**config.mk**
```make
export PLATFORM = sky130hd
export DESIGN_NAME = cpu_store_monitor
export DESIGN_NICKNAME = d
export VERILOG_FILES = /design/src/rtl/cpu_store_monitor_pkg.sv /design/src/rtl/store_fifo.sv /design/src/rtl/cpu_store_monitor.sv
export SDC_FILE = /design/constraint.sdc
export NUM_CORES = 1
export LEC_CHECK = 0
export CAP_MARGIN = 5
export CORE_MARGIN = 3
export CORE_UTILIZATION = 35
export CTS_CLUSTER_SIZE = 28
export DETAILED_ROUTE_END_ITERATION = 10
export GPL_TIMING_DRIVEN = 1
export REMOVE_ABC_BUFFERS = 1
export SYNTH_ARGS = -nofsm -noshare
export SYNTH_HDL_FRONTEND = slang
export SYNTH_SLANG_ARGS = --single-unit
```
**constraint.sdc**
```tcl
create_clock -name clk -period 3.3 [get_ports clk]
set_input_delay 0.66 -clock clk [delete_from_list [all_inputs] [get_ports clk]]
set_output_delay 0.66 -clock clk [all_outputs]
set_load 0.01 [all_outputs]
```
**src/rtl/cpu_store_monitor_pkg.sv**
```systemverilog
// cpu_store_monitor_pkg: store record type and default match constants shared by the monitor and its FIFO.
package cpu_store_monitor_pkg;
    localparam int SEQ_W = 16;
    localparam logic [31:0] MATCH_ADDR_DEF = 32'd84;
    localparam logic [31:0] MATCH_DATA_DEF = 32'd7;

    typedef struct packed {
        logic [31:0]      addr;
        logic [31:0]      data;
        logic [SEQ_W-1:0] seq;
    } store_rec_t;
endpackage

```
**src/rtl/store_fifo.sv**
```systemverilog
// store_fifo: synchronous FIFO of store records; a push into a full FIFO is accepted only alongside a pop.
module store_fifo
    import cpu_store_monitor_pkg::*;
#(
    parameter int DEPTH = 8
) (
    input  logic       clk,
    input  logic       reset,
    input  logic       push,
    input  logic       pop,
    input  store_rec_t din,
    output logic       full,
    output logic       empty,
    output store_rec_t head
);
    localparam int AW = $clog2(DEPTH);

    store_rec_t    mem [DEPTH];
    logic [AW-1:0] wr_ptr;
    logic [AW-1:0] rd_ptr;
    logic [AW:0]   count;
    logic          do_push;
    logic          do_pop;

    assign do_pop  = pop && !empty;
    assign do_push = push && (!full || do_pop);
    assign full    = count == (AW+1)'(DEPTH);
    assign empty   = count == '0;
    assign head    = mem[rd_ptr];

    always_ff @(posedge clk) begin
        if (reset) begin
            wr_ptr <= '0;
            rd_ptr <= '0;
            count  <= '0;
            for (int i = 0; i < DEPTH; i++) mem[i] <= '0;
        end else begin
            if (do_push) begin
                mem[wr_ptr] <= din;
                wr_ptr      <= wr_ptr + 1'b1;
            end
            if (do_pop) rd_ptr <= rd_ptr + 1'b1;
            count <= count + (AW+1)'(do_push) - (AW+1)'(do_pop);
        end
    end
endmodule

```
**src/rtl/cpu_store_monitor.sv**
```systemverilog
// cpu_store_monitor: captures core stores into a FIFO with sticky status; CPU_STORE_MONITOR_MATCH_EN enables pass/fail address matching.
module cpu_store_monitor
    import cpu_store_monitor_pkg::*;
#(
    parameter int          DEPTH      = 8,
    parameter logic [31:0] MATCH_ADDR = MATCH_ADDR_DEF,
    parameter logic [31:0] MATCH_DATA = MATCH_DATA_DEF
) (
    input  logic             clk,
    input  logic             reset,
    input  logic             memwrite,
    input  logic [31:0]      dataadr,
    input  logic [31:0]      writedata,
    output logic             out_valid,
    input  logic             out_ready,
    output logic [31:0]      out_addr,
    output logic [31:0]      out_data,
    output logic [SEQ_W-1:0] out_seq,
    output logic             full,
    output logic             overflow,
    output logic             misaligned,
    output logic             pass,
    output logic             fail
);
    logic [SEQ_W-1:0] seq;
    logic             empty;
    logic             do_pop;
    store_rec_t       head;

    assign out_valid = !empty;
    assign do_pop    = out_valid && out_ready;
    assign out_addr  = head.addr;
    assign out_data  = head.data;
    assign out_seq   = head.seq;

    store_fifo #(.DEPTH(DEPTH)) u_fifo (
        .clk   (clk),
        .reset (reset),
        .push  (memwrite),
        .pop   (do_pop),
        .din   ('{addr: dataadr, data: writedata, seq: seq}),
        .full  (full),
        .empty (empty),
        .head  (head)
    );

    // seq advances on dropped stores too, so gaps in out_seq expose drops
    always_ff @(posedge clk) begin
        if (reset) begin
            seq        <= '0;
            overflow   <= 1'b0;
            misaligned <= 1'b0;
        end else if (memwrite) begin
            seq        <= seq + 1'b1;
            overflow   <= overflow | (full && !do_pop);
            misaligned <= misaligned | (|dataadr[1:0]);
        end
    end

`ifdef CPU_STORE_MONITOR_MATCH_EN
    always_ff @(posedge clk) begin
        if (reset) begin
            pass <= 1'b0;
            fail <= 1'b0;
        end else if (memwrite && dataadr == MATCH_ADDR) begin
            pass <= pass | (writedata == MATCH_DATA);
            fail <= fail | (writedata != MATCH_DATA);
        end
    end
`else
    logic [63:0] unused_match;
    assign unused_match = {MATCH_ADDR, MATCH_DATA};
    assign pass = 1'b0;
    assign fail = 1'b0;
`endif
endmodule
```
==> reports/results.ini <==
[floorplan]
die_h_microns=299
num_rows=106
dieWidth_microns=299
core_sq_um=84400
initial_core_util=0.357
io_pins=154
die-area_sq_um=89500

[logic_synthesis]
ys_seq_area_frac=0.660
synth_cells=1832
synth.avg_cell_area_sq_um=16.4
syn_area_sq_um=30100
yosys_most_used_dff=edfxtp_1
ys_ff_latch=671
async_flop_share=0
synth_edf_count=640
yosysTopAreaCellShare=0.639
yosys.area.top_type=edfxtp_1
synthDistinctLibCells=43
ys_warn_count=0
yosys-top-cells-area=edfxtp_1, and2_1, mux4_2

[worst_hold_path]
hold_path_end=misaligned$_SDFFE_PP0P_
min_from=misaligned$_SDFFE_PP0P_
holdPathStages=2
hp-class=flop to flop

[sta]
max_freq_mhz=311
tns_ns=0
setup_viol=0
fin_ws_ns=0.0863
finClkSkew_ns=0.0228
tightest_slew_ns=0.533
drv_slew=0
fin_crit_sh=0.974
rsz0062_at_grt=false
finalCriticalPeriod_ns=3.21
slew_headroom=0.645
report.final.hold_viol_count=0
timing.hold.ws_ns=0.457

[setup_path]
rrSetupSlack_ns=0.72
start_kind=flop
cpLargestDelayFamily=multiplexers
rr_endpoint=u_fifo.count[2]$_SDFF_PP0_
r2r_cells=10
crit_cells=6
path_max_fanout=6
crit_chain=buf_12, bufbuf_16, buf_4, mux4_2, mux2_2, clkdlybuf4s15_1
worst_ep_arrival_time_ns=2.55
path_class=flop to primary output
crit_slowest_cell=mux4_2
cp-end-kind=primary output
slowest_delay_ns=0.50
reg2reg_from=u_fifo.count[2]$_SDFF_PP0_
required_ns=2.64
path_buf_inv=4

[grt]
track_usage=0.175
grt_pass1_wl_microns=116000
grt_max_degree=81
antenna_found_initial=6
gr-total-overflow=0
grt_busiest_layer=met2
grtUsageMet1=0.234
grt_pass1_vias=17568
use_met2=0.295
grt_use_met3=0.0276

[clock_network]
ctsHoldBuffers=0
cts_tree=yes
worstSkewPairLatency_ns=0.62
cts_root_buffer=clkbuf_16
cts.sinks=671
clk_pin_slew_ns=0.06
htree_levels=3
clk_path_buf_depth=3
cts_buffers=74

[placed_design]
numPortBuffers=151
post-place-ws_ns=0.377
dp_hpwl_microns=40300
routabilityCongestion=0.741
dp.cells=3041

[final_layout]
layout_common_cells=and2_1, edfxtp_1, mux4_2, mux2_2, clkbuf_16
layout.nets=2091
fin_cells=3201
syn2layout_area_growth_pct=20.9
drive_above_1_share=0.229

[power]
p_int_w=0.0172
power_density_nw_per_um2=629
combPwrFrac=0.197
switching_share=0.245
seqPwrFrac=0.439
leakagePower_nw=13.1
vdd_drop_max_mv=0.317
p_clk_frac=0.364
power_w=0.0229
netSwitchingPower_w=0.00561

[detailed_routing]
ant_nets=0
drc=0
wl_per_cell_microns=24.4
via_count=16321
first_pass_iters=5
first_iter_violations=1360
via_per_inst=5.10
routed_wl_microns=78200

[job]
drv_cap=0

[status]
run_status=completed

==> power by group through the flow <==
stage	clock [W]	sequential (W)	combinational [W]
floorplan	0	0.0105	0.00240
global placement	0	0.0102	0.00434
detailed placement	0	0.0102	0.00437
CTS	0.00853	0.0100	0.00453
global route	0.00888	0.0101	0.00484
finish	0.00833	0.0100	0.00450
==> through the flow <==
step | utilization | instance area (sq um)
2_1_floorplan | - | 29500
3_3_place_gp | 0.397 | 33500
3_5_place_dp | 0.397 | 33500
4_1_cts | 0.430 | 36300
5_1_grt | 0.431 | 36400
6_report | 0.431 | 36400
==> synth_stat cells, types with 10 or more instances <==
cell type  instances
mux2_2            89
a21oi_1           14
clkbuf_1          78
clkbuf_2          32
nor2_1            14
mux4_2           160
dfxtp_1           31
nor2b_1           10
inv_1             10
and2_1           640
buf_2             17
edfxtp_1         640
==> state kept, by name, summed over array words and instances (netlist names), named ones only <==
| register | cells |
|---|---|
| u_fifo.mem | 640 |
| seq | 16 |
| u_fifo.count | 4 |
| u_fifo.rd_ptr | 3 |
| u_fifo.wr_ptr | 3 |
| misaligned | 1 |
| overflow | 1 |
==> layout make-up <==
type	count	area, sq um
fillers	7507	48000
flip-flops and latches	671	19900
multi-input cells	1015	9660
repair buffers	240	2950
clock buffers	88	1960
well taps	1134	1420
clock inverters	38	472
inverters	12	45.0
diodes	3	7.51
==> worst max-delay path by stage <==
| stage | endpoint | startpoint | slack [ns] |
|---|---|---|---|
| after global routing | out_data[14] | flop | 0.0005 |
| after CTS | out_addr[27] | flop | 0.00003 |
| final | out_seq[10] | flop | 0.09 |
| after floorplan | out_addr[0] | flop | -4.90 |
| after global placement | out_seq[15] | flop | 0.37 |
| after detailed placement | u_fifo.mem[0][50]$_SDFFCE_PN0P_ | out_ready | 0.38 |
==> worst reg2reg max path, stage by stage, from the launching register on <==
cell and delay [ns]:
dfxtp_1 0.30, inv_1 0.09, ha_1 0.18, nor3b_1 0.46, inv_1 0.22, nand3_1 0.20, o21ai_0 0.12, ha_1 0.25
fa_1 0.42, xnor2_1 0.17, nor2_1 0.05
==> per-layer routing <==
layer / part of all wire / wire [microns]
met5: 0.00014 / 11
met3: 0.054 / 4210
met1: 0.43 / 33300
met2: 0.50 / 39300
met4: 0.019 / 1460
==> what timing repair did <==
item,in CTS,in global routing
setup buffers,23,2
gates resized for setup,97,24
setup endpoints to repair,79,25
gates cloned,4,2
==> logic make-up (layout without fill, tap and decap cells) <==
| logic type | count (synthesis) | count (layout) | share of synthesized area |
|---|---|---|---|
| other | 1 | 5 | 0.000125 |
| and+or+nand+nor | 712 | 712 | 0.147 |
| xor gates and xnor gates | 5 | 5 | 0.00146 |
| adders and majority gates | 9 | 9 | 0.00399 |
| buffers and inverters | 147 | 378 | 0.0210 |
| DFF | 671 | 671 | 0.660 |
| muxes | 251 | 251 | 0.154 |
| AOI/OAI and AO/OA | 36 | 36 | 0.0127 |
(Power assumes the default switching activity.)
